`config.mk`:
```
export PLATFORM = sky130hd
export DESIGN_NAME = instr_encoder_loader_flat
export DESIGN_NICKNAME = d
export VERILOG_FILES = /design/src/rtl/instr_encoder_loader_pkg.sv /design/src/rtl/instr_encoder_loader_if.sv /design/src/rtl/instr_encoder_loader_field_pack.sv /design/src/rtl/instr_encoder_loader.sv /design/src/flat_wrapper.sv
export SDC_FILE = /design/constraint.sdc
export NUM_CORES = 1
export LEC_CHECK = 0
export ABC_AREA = 0
export BUFFER_PORTS_ARGS = -buffer_cell sky130_fd_sc_hd__buf_4
export CAP_MARGIN = 10
export CORE_ASPECT_RATIO = 0.7
export CORE_MARGIN = 8
export CORE_UTILIZATION = 30
export CTS_CLUSTER_SIZE = 16
export DETAILED_ROUTE_END_ITERATION = 12
export SLEW_MARGIN = 20
export SYNTH_ARGS = -nofsm -noshare
export SYNTH_HDL_FRONTEND = slang
export SYNTH_HIERARCHICAL = 1
export SYNTH_SLANG_ARGS = --single-unit
```
`constraint.sdc`:
```
create_clock -name clk -period 1.8 [get_ports clk]
set_clock_uncertainty 0.05 [all_clocks]
set_input_delay 0.18 -clock clk [delete_from_list [all_inputs] [get_ports clk]]
set_output_delay 0.18 -clock clk [all_outputs]
set_load 0.02 [all_outputs]
```
`src/rtl/instr_encoder_loader_pkg.sv`:
```
// Shared encoding constants for the program loader: request op codes, MIPS opcodes/functs,
// FSM state type and small word-packing helpers.
package instr_encoder_loader_pkg;

    typedef enum logic [1:0] {
        ST_IDLE = 2'd0,
        ST_RUN  = 2'd1,
        ST_FULL = 2'd2
    } state_t;

    // Symbolic request codes carried on in_op; codes 11..15 are illegal.
    localparam logic [3:0] OP_ADDU    = 4'd0;
    localparam logic [3:0] OP_SUBU    = 4'd1;
    localparam logic [3:0] OP_JR      = 4'd2;
    localparam logic [3:0] OP_SYSCALL = 4'd3;
    localparam logic [3:0] OP_ORI     = 4'd4;
    localparam logic [3:0] OP_LW      = 4'd5;
    localparam logic [3:0] OP_SW      = 4'd6;
    localparam logic [3:0] OP_BEQ     = 4'd7;
    localparam logic [3:0] OP_LUI     = 4'd8;
    localparam logic [3:0] OP_JAL     = 4'd9;
    localparam logic [3:0] OP_J       = 4'd10;

    localparam logic [5:0] OPC_RTYPE = 6'h00;
    localparam logic [5:0] OPC_J     = 6'h02;
    localparam logic [5:0] OPC_JAL   = 6'h03;
    localparam logic [5:0] OPC_BEQ   = 6'h04;
    localparam logic [5:0] OPC_ORI   = 6'h0D;
    localparam logic [5:0] OPC_LUI   = 6'h0F;
    localparam logic [5:0] OPC_LW    = 6'h23;
    localparam logic [5:0] OPC_SW    = 6'h2B;

    localparam logic [5:0] FN_JR      = 6'h08;
    localparam logic [5:0] FN_SYSCALL = 6'h0C;
    localparam logic [5:0] FN_ADDU    = 6'h21;
    localparam logic [5:0] FN_SUBU    = 6'h23;

    function automatic logic [31:0] enc_r(input logic [4:0] rs, input logic [4:0] rt,
                                          input logic [4:0] rd, input logic [5:0] fn);
        return {OPC_RTYPE, rs, rt, rd, 5'd0, fn};
    endfunction

    function automatic logic [31:0] enc_i(input logic [5:0] opc, input logic [4:0] rs,
                                          input logic [4:0] rt, input logic [15:0] imm);
        return {opc, rs, rt, imm};
    endfunction

    function automatic logic [31:0] enc_j(input logic [5:0] opc, input logic [25:0] target);
        return {opc, target};
    endfunction

endpackage

```
`src/rtl/instr_encoder_loader_if.sv`:
```
// Request and instruction-memory write bundle for the program loader.
// Request side: a word moves when in_valid && in_ready on a rising edge; the requester holds
// its fields stable until then. Write side: imem_we/addr/wdata hold until imem_ready is seen.
interface instr_encoder_loader_if #(
    parameter int ADDR_W = 10
);
    logic              in_valid;
    logic              in_ready;
    logic [3:0]        in_op;
    logic [4:0]        in_rs;
    logic [4:0]        in_rt;
    logic [4:0]        in_rd;
    logic [15:0]       in_imm;
    logic [25:0]       in_target;
    logic              imem_we;
    logic              imem_ready;
    logic [ADDR_W-1:0] imem_addr;
    logic [31:0]       imem_wdata;

    modport slave (
        input  in_valid, in_op, in_rs, in_rt, in_rd, in_imm, in_target, imem_ready,
        output in_ready, imem_we, imem_addr, imem_wdata
    );

    modport master (
        output in_valid, in_op, in_rs, in_rt, in_rd, in_imm, in_target, imem_ready,
        input  in_ready, imem_we, imem_addr, imem_wdata
    );
endinterface

```
`src/rtl/instr_encoder_loader_field_pack.sv`:
```
// Combinational field packer: turns a symbolic request into a 32-bit MIPS word plus a legal flag.
module instr_encoder_loader_field_pack
    import instr_encoder_loader_pkg::*;
(
    input  logic [3:0]  op,
    input  logic [4:0]  rs,
    input  logic [4:0]  rt,
    input  logic [4:0]  rd,
    input  logic [15:0] imm,
    input  logic [25:0] target,
    output logic [31:0] word,
    output logic        legal
);

    // Fields an op does not use are simply never routed, which masks them to zero.
    always_comb begin
        word  = 32'd0;
        legal = 1'b1;
        case (op)
            OP_ADDU:    word = enc_r(rs, rt, rd, FN_ADDU);
            OP_SUBU:    word = enc_r(rs, rt, rd, FN_SUBU);
            OP_JR:      word = enc_r(rs, 5'd0, 5'd0, FN_JR);
            OP_SYSCALL: word = enc_r(5'd0, 5'd0, 5'd0, FN_SYSCALL);
            OP_ORI:     word = enc_i(OPC_ORI, rs, rt, imm);
            OP_LW:      word = enc_i(OPC_LW, rs, rt, imm);
            OP_SW:      word = enc_i(OPC_SW, rs, rt, imm);
            OP_BEQ:     word = enc_i(OPC_BEQ, rs, rt, imm);
            OP_LUI:     word = enc_i(OPC_LUI, 5'd0, rt, imm);
            OP_JAL:     word = enc_j(OPC_JAL, target);
            OP_J:       word = enc_j(OPC_J, target);
            default:    legal = 1'b0;
        endcase
    end

endmodule

```
`src/rtl/instr_encoder_loader.sv`:
```
// Program loader: accepts symbolic requests, encodes them, and writes them to consecutive
// imem word addresses starting at 0 after each start pulse.
module instr_encoder_loader
    import instr_encoder_loader_pkg::*;
#(
    parameter int DEPTH  = 1024,
    parameter int ADDR_W = 10
) (
    input  logic                   clk,
    input  logic                   rst_n,
    input  logic                   start,
    instr_encoder_loader_if.slave  bus,
    output logic                   done,
    output logic                   err,
    output logic [ADDR_W:0]        count,
    output state_t                 state_dbg
);

    localparam logic [ADDR_W-1:0] LAST_ADDR = ADDR_W'(DEPTH - 1);

    state_t            state;
    logic [ADDR_W-1:0] ptr;
    logic [31:0]       word;
    logic              legal;
    logic              accept;
    logic              write_done;
    logic              start_ok;

    instr_encoder_loader_field_pack u_pack (
        .op     (bus.in_op),
        .rs     (bus.in_rs),
        .rt     (bus.in_rt),
        .rd     (bus.in_rd),
        .imm    (bus.in_imm),
        .target (bus.in_target),
        .word   (word),
        .legal  (legal)
    );

    // A new request may enter whenever the output register is empty or emptying this cycle.
    assign bus.in_ready = (state == ST_RUN) && (!bus.imem_we || bus.imem_ready);
    assign accept       = bus.in_valid && bus.in_ready;
    assign write_done   = bus.imem_we && bus.imem_ready;
    assign start_ok     = start && (state != ST_RUN);
    assign state_dbg    = state;

    always_ff @(posedge clk or negedge rst_n) begin
        if (!rst_n) begin
            state          <= ST_IDLE;
            done           <= 1'b0;
            err            <= 1'b0;
            ptr            <= '0;
            count          <= '0;
            bus.imem_we    <= 1'b0;
            bus.imem_addr  <= '0;
            bus.imem_wdata <= 32'd0;
        end else begin
            case (state)
                ST_IDLE, ST_FULL: begin
                    if (start) begin
                        state <= ST_RUN;
                        done  <= 1'b0;
                    end
                end
                ST_RUN: begin
                    // Only a legal word landing in the last slot closes the pass.
                    if (accept && legal && (ptr == LAST_ADDR)) begin
                        state <= ST_FULL;
                        done  <= 1'b1;
                    end
                end
                default: begin
                    state <= ST_IDLE;
                    done  <= 1'b0;
                end
            endcase

            if (start_ok) begin
                ptr <= '0;
                err <= 1'b0;
            end else if (accept) begin
                if (legal) ptr <= ptr + 1'b1;
                else       err <= 1'b1;
            end

            if (start_ok)        count <= '0;
            else if (write_done) count <= count + 1'b1;

            // A write still pending across a restart keeps its original address and data.
            if (accept && legal) begin
                bus.imem_we    <= 1'b1;
                bus.imem_addr  <= ptr;
                bus.imem_wdata <= word;
            end else if (write_done) begin
                bus.imem_we    <= 1'b0;
            end
        end
    end

endmodule

```
`src/flat_wrapper.sv`:
```
// flat-port wrapper written by rule: the top's interface ports become plain ports
module instr_encoder_loader_flat import instr_encoder_loader_pkg::*;
#(
    parameter int DEPTH  = 1024,
    parameter int ADDR_W = 10
)
  (clk, rst_n, start, done, err, count, state_dbg, bus_in_valid, bus_in_op, bus_in_rs, bus_in_rt, bus_in_rd, bus_in_imm, bus_in_target, bus_imem_ready, bus_in_ready, bus_imem_we, bus_imem_addr, bus_imem_wdata);
  instr_encoder_loader_if #(.ADDR_W(ADDR_W)) bus_i ();
  input  logic clk;
  input  logic rst_n;
  input  logic start;
  output logic done;
  output logic err;
  output logic [ADDR_W:0] count;
  output state_t state_dbg;
  input wire logic [$bits(bus_i.in_valid)-1:0] bus_in_valid;
  input wire logic [$bits(bus_i.in_op)-1:0] bus_in_op;
  input wire logic [$bits(bus_i.in_rs)-1:0] bus_in_rs;
  input wire logic [$bits(bus_i.in_rt)-1:0] bus_in_rt;
  input wire logic [$bits(bus_i.in_rd)-1:0] bus_in_rd;
  input wire logic [$bits(bus_i.in_imm)-1:0] bus_in_imm;
  input wire logic [$bits(bus_i.in_target)-1:0] bus_in_target;
  input wire logic [$bits(bus_i.imem_ready)-1:0] bus_imem_ready;
  output wire logic [$bits(bus_i.in_ready)-1:0] bus_in_ready;
  output wire logic [$bits(bus_i.imem_we)-1:0] bus_imem_we;
  output wire logic [$bits(bus_i.imem_addr)-1:0] bus_imem_addr;
  output wire logic [$bits(bus_i.imem_wdata)-1:0] bus_imem_wdata;
  assign bus_i.in_valid = bus_in_valid;
  assign bus_i.in_op = bus_in_op;
  assign bus_i.in_rs = bus_in_rs;
  assign bus_i.in_rt = bus_in_rt;
  assign bus_i.in_rd = bus_in_rd;
  assign bus_i.in_imm = bus_in_imm;
  assign bus_i.in_target = bus_in_target;
  assign bus_i.imem_ready = bus_imem_ready;
  assign bus_in_ready = bus_i.in_ready;
  assign bus_imem_we = bus_i.imem_we;
  assign bus_imem_addr = bus_i.imem_addr;
  assign bus_imem_wdata = bus_i.imem_wdata;
  instr_encoder_loader #(.DEPTH(DEPTH), .ADDR_W(ADDR_W)) u_core (.clk(clk), .rst_n(rst_n), .start(start), .bus(bus_i), .done(done), .err(err), .count(count), .state_dbg(state_dbg));
endmodule
```
# Yosys cells after proc, flatten, opt, wreduce, memory -nomap -nowiden
# Cells that the tools add are included.
# word_totals
in_bits	66
out_inout_bits	59
ff_bits	68
word_cells	64
# op_classes
reduce_logical	19
eq_ne	17
mux	18
addsub	2
# op_table
op	n
$pmux W32 S11	1
$mux W10	3
$mux W11	2
$eq A4 B3 Y1 const B	4
$eq A4 B4 Y1 const B	3
$add A11 B1 Y11 const B	1
$reduce_or A11 Y1	1
$add A10 B1 Y10 const B	1
$eq A10 B10 Y1 const B	1
$eq A4 B2 Y1 const B	2
$mux W1	8
$reduce_bool A2 Y1	4
$logic_and A1 B1 Y1	6
$ne A2 B2 Y1 const B	3
$reduce_and A2 Y1	3
$eq A4 B1 Y1 const B	1
$logic_not A4 Y1	1
$mux W2	2
$pmux W2 S2	1
$eq A2 B1 Y1 const B	1
$eq A2 B2 Y1 const B	1
$logic_not A2 Y1	1
$ne A2 B1 Y1 const B	1
$pmux W1 S2	1
3 further kinds	3

# Logic depth before layout (Yosys ltp)
# depth
word_depth	8
mapped_depth	10

# Hierarchy
# Netlist, hierarchy kept.
# by_module_without_submodules
mod	area_each_um2	seq_area_each_um2	instances	cells_each
instr_encoder_loader	2793.9	1676.6	1	212
instr_encoder_loader_field_pack	813.3	0.0	1	127

# Worst setup path before layout
# No wires, ideal clock.
# synth_path
kind	in2reg
start	input port bus_in_op[2]
end	register u_core.bus.imem_addr[0]
t_arrival_ps	1676
setup_ps	125
slack_ps	-50
n_path_buf	3
path_stages	8
required_ps	1625
path_cell_list	buf_4 > clkbuf_1 > nand2b_1 > nand2_1 > nand2_1 > nor3_4 > buf_6 > mux2_2
# synth_between
elab_chain_len	4
word_cells_on_any_way	14
classes_between	10 x eq/ne; 1 x mux; 3 x reduce/logical
# synth_lines
item	line_no	rtl
from (decl)	flat_wrapper.sv:17	input wire logic [$bits(bus_i.in_op)-1:0] bus_in_op;
$eq A4 B4 Y1, or another cell as far along	instr_encoder_loader_field_pack.sv:19	case (op)
$reduce_or A11 Y1 (no source line) (*)	--	
$mux W1 (*)	instr_encoder_loader_field_pack.sv:19	
named net u_core.legal	instr_encoder_loader.sv:24	logic legal;
$logic_and A1 B1 Y1 (*)	instr_encoder_loader.sv:90	if (accept && legal) begin
to (signal assigned)	instr_encoder_loader.sv:92	bus.imem_addr <= ptr;
to (decl)	instr_encoder_loader_if.sv:22	output in_ready, imem_we, imem_addr, imem_wdata
# Mark *: on every way through the listed nets, which the timed path passes. The rest lies on a longest branch.
# A chain may end at the register's enable or synchronous reset.

==> impl_metrics.py <==
metrics = {
    "clocking": {
        "cts_made_buffers": 9,
        "tritoncts": "built",
        "clock_sinks": 67,
        "postCtsSetupRepairBufs": 0,
        "htree_levels": 3,
        "clk_latency_ps": 330,
        "root_buffer": "clkbuf_16",
        "max-clock-path-buffers": 2,
        "clkTransAtPathRegs_ps": 50,
    },
    "timing": {
        "relSlewSlack_pct": 41.1,
        "setup-tns-final_ps": 0,
        "post-route-min-period_ps": 1610,
        "fin_crit_sh_pct": 89.6,
        "hold_viol": 0,
        "slew_viol_final": 0,
        "worstMarginPinSlew_ps": 879,
        "fmax_ghz": 0.620,
        "setup_violations": 0,
        "rsz0062_at_grt": "no",
    },
    "route": {
        "wl_um": 10500,
        "drc": 0,
        "drt-pass1-iter-count": 5,
        "num_vias": 3114,
        "post_drt_wl_per_cell_um": 16.7,
        "drt_iter0_drc": 168,
        "drtAntennaViolNets": 0,
        "drt-vias-per-instance": 4.96,
    },
    "synthesis": {
        "synth_area_um2": 3610,
        "yosys-mux-area-fraction_pct": 14.2,
        "synth-main-ff-cell": "dfrtp_1",
        "syn_nets": 407,
        "ys_types": 51,
        "yosysWarnings": 6,
        "seq_area_frac_synth_pct": 46.5,
        "syn_avg_cell_area_um2": 10.6,
        "yosys.area_share.simple_pct": 18.4,
        "async_flop_share_pct": 100,
        "synth_top_family_by_area": "simple AND/OR/NAND/NOR gates",
        "syn_inst": 339,
        "ys_ff_latch": 67,
        "synth_edf_count": 0,
        "synth_compound_area_share_pct": 12.0,
        "synth_xor_area_share_pct": 3.16,
        "synthAdderAreaFrac_pct": 0.694,
    },
    "pwr": {
        "finalPower_uw": 5760,
        "p_leak_uw": 0.00244,
        "ir_drop_mv": 0.539,
        "power_density_nw_per_um2": 1130,
    },
    "setup_path": {
        "critPathArrivalTime_ps": 1770,
        "worstPathRequired_ps": 1960,
        "crit_path_start_kind": "flop",
        "end_kind": "flop",
        "crit_fanout": 26,
        "crit_type": "flop to flop",
    },
    "global_routing": {
        "grt_pass1_vias": 3216,
        "grt_max_degree": 36,
        "grt-ovfl-total": 0,
        "grt_util_all_layers_pct": 13.3,
        "grt_pass1_wl_um": 16800,
        "antenna_found_initial": 0,
    },
    "floorplan": {
        "initial_core_util_pct": 30.8,
        "die_y_um": 108,
        "ios": 125,
        "chipWidth_um": 147,
        "rows": 33,
        "core_area_um2": 11700,
        "dieArea_um2": 15800,
    },
    "finish": {
        "fin_util_pct": 43.5,
        "diodes": 0,
        "syn2layout_area_growth_pct": 41.4,
        "design_area_um2": 5100,
        "drive_above_1_share_pct": 43.1,
        "most-common-layout-cells": "buf_4, dfrtp_1, mux2_2",
        "nFillCells": 1151,
        "final_nets": 534,
        "final_common_cell": "buf_4",
        "regArea_um2": 1680,
        "multi_input_area_um2": 1780,
    },
    "run_status": {
        "outcome": "completed",
    },
    "job": {
        "drv_cap": 0,
    },
    "placed_design": {
        "placed_area_um2": 4750,
        "dp_hpwl_um": 7870,
        "io_buffers": 124,
        "gp_congestion": 0.804,
    },
    "worst_hold_path": {
        "hold_path.class": "input port to flop",
    },
}
[layer usage]
layer  GRT usage (%)  part of all wire [%]  vias to the layer above
met4            4.06                   1.1                        0
met2            20.3                    44                      102
li1                -                     -                     1481
met3            5.59                   8.3                       10
met1            16.8                    47                     1521
met5               0                     0                        -
[per-stage QoR]
step                worst slack [ps]  std cells  hold slack [ps]
global placement                 108        611              124
finish                           187        628              116
floorplan                      0.488        339             -166
detailed placement              77.5        611              130
CTS                              181        628             99.6
global route                    77.2        628              119
[power breakdown]
group,leakage (µW),switching (µW),internal [µW],total (µW)
Sequential,0.000848,268,1820,2090
Clock,0.000169,646,1390,2030
Combinational,0.00142,838,795,1630
[flip-flops by register name (all words and copies together) (netlist names)]
signal / flops
u_core/err: 1
u_core/bus.imem_we: 1
u_core/bus.imem_addr: 10
u_core/done: 1
u_core/bus.imem_wdata: 32
u_core/count: 11
u_core/ptr: 10
u_core/state_dbg: 1
[repair_timing]
item | 4_1_cts | 5_1_grt
hold buffers | 1 | 0
hold endpoints to repair | 34 | 0
resized for setup | 0 | 0
[cell type report]
| class | count | share of cell area [%] |
|---|---|---|
| timing repair buffer | 138 | 21.1 |
| inverter | 7 | 0.564 |
| tap | 157 | 3.85 |
| clock inverter | 5 | 1.96 |
| sequential | 67 | 32.9 |
| clock buffer | 11 | 4.76 |
| multi-input combinational | 243 | 34.9 |
[logic make-up after synthesis]
| family | Yosys count |
|---|---|
| buffers and inverters | 29 |
| muxes | 46 |
| AOI/OAI and AO/OA | 61 |
| xor gates and xnor gates | 13 |
| and+or+nand+nor | 120 |
| adders and majority gates | 2 |
| DFF | 67 |
| other | 1 |
[final timing paths]
path | to | slack, ps | from | depth (start not counted)
min in group asynchronous | u_core/bus.imem_wdata[30]$_DFFE_PN0P_ | 300 | rst_n | 2
max in group asynchronous | u_core/bus.imem_wdata[9]$_DFFE_PN0P_ | 840 | rst_n | 3
hold / removal | u_core/count[1]$_DFFE_PN0P_ | 120 | bus_imem_ready | 3
setup reg to reg | u_core/bus.imem_wdata[4]$_DFFE_PN0P_ | 190 | u_core/done$_DFFE_PN0P_ | 4
hold reg to reg | u_core/bus.imem_wdata[9]$_DFFE_PN0P_ | 440 | u_core/bus.imem_wdata[9]$_DFFE_PN0P_ | 1
setup / recovery | u_core/bus.imem_wdata[4]$_DFFE_PN0P_ | 190 | u_core/done$_DFFE_PN0P_ | 4
[synthesized netlist by cell type, types with 3 or more instances]
cell / count / share of area (%)
a21oi_1: 13 / 1.8
a221o_1: 5 / 1.4
a22o_1: 6 / 1.5
a31oi_1: 9 / 1.6
and2_1: 6 / 1.0
and3_1: 6 / 1.0
and4_1: 3 / 0.73
buf_2: 6 / 0.83
buf_4: 6 / 1.2
buf_6: 5 / 1.6
clkbuf_1: 5 / 0.52
dfrtp_1: 67 / 46
inv_1: 6 / 0.62
mux2_1: 5 / 1.6
mux2_2: 37 / 12
mux2i_1: 4 / 1.1
nand2_1: 16 / 1.7
nand2b_1: 4 / 0.69
nand2b_4: 3 / 1.1
nand3_1: 21 / 2.9
nand4_1: 5 / 0.87
nor2_1: 25 / 2.6
nor2b_1: 11 / 1.9
nor3_1: 8 / 1.1
o21ai_0: 8 / 1.1
o221ai_1: 7 / 1.7
or3_1: 3 / 0.52
xnor2_1: 5 / 1.2
xor2_1: 8 / 1.9
[critical path, cell delays in order, from the launching register on]
cell,delay (ps)
dfrtp_1,420
nand2b_4,190
nor3_4,230
buf_12,230
mux2_2,350
Note: power is estimated with default switching activity, not from simulation.
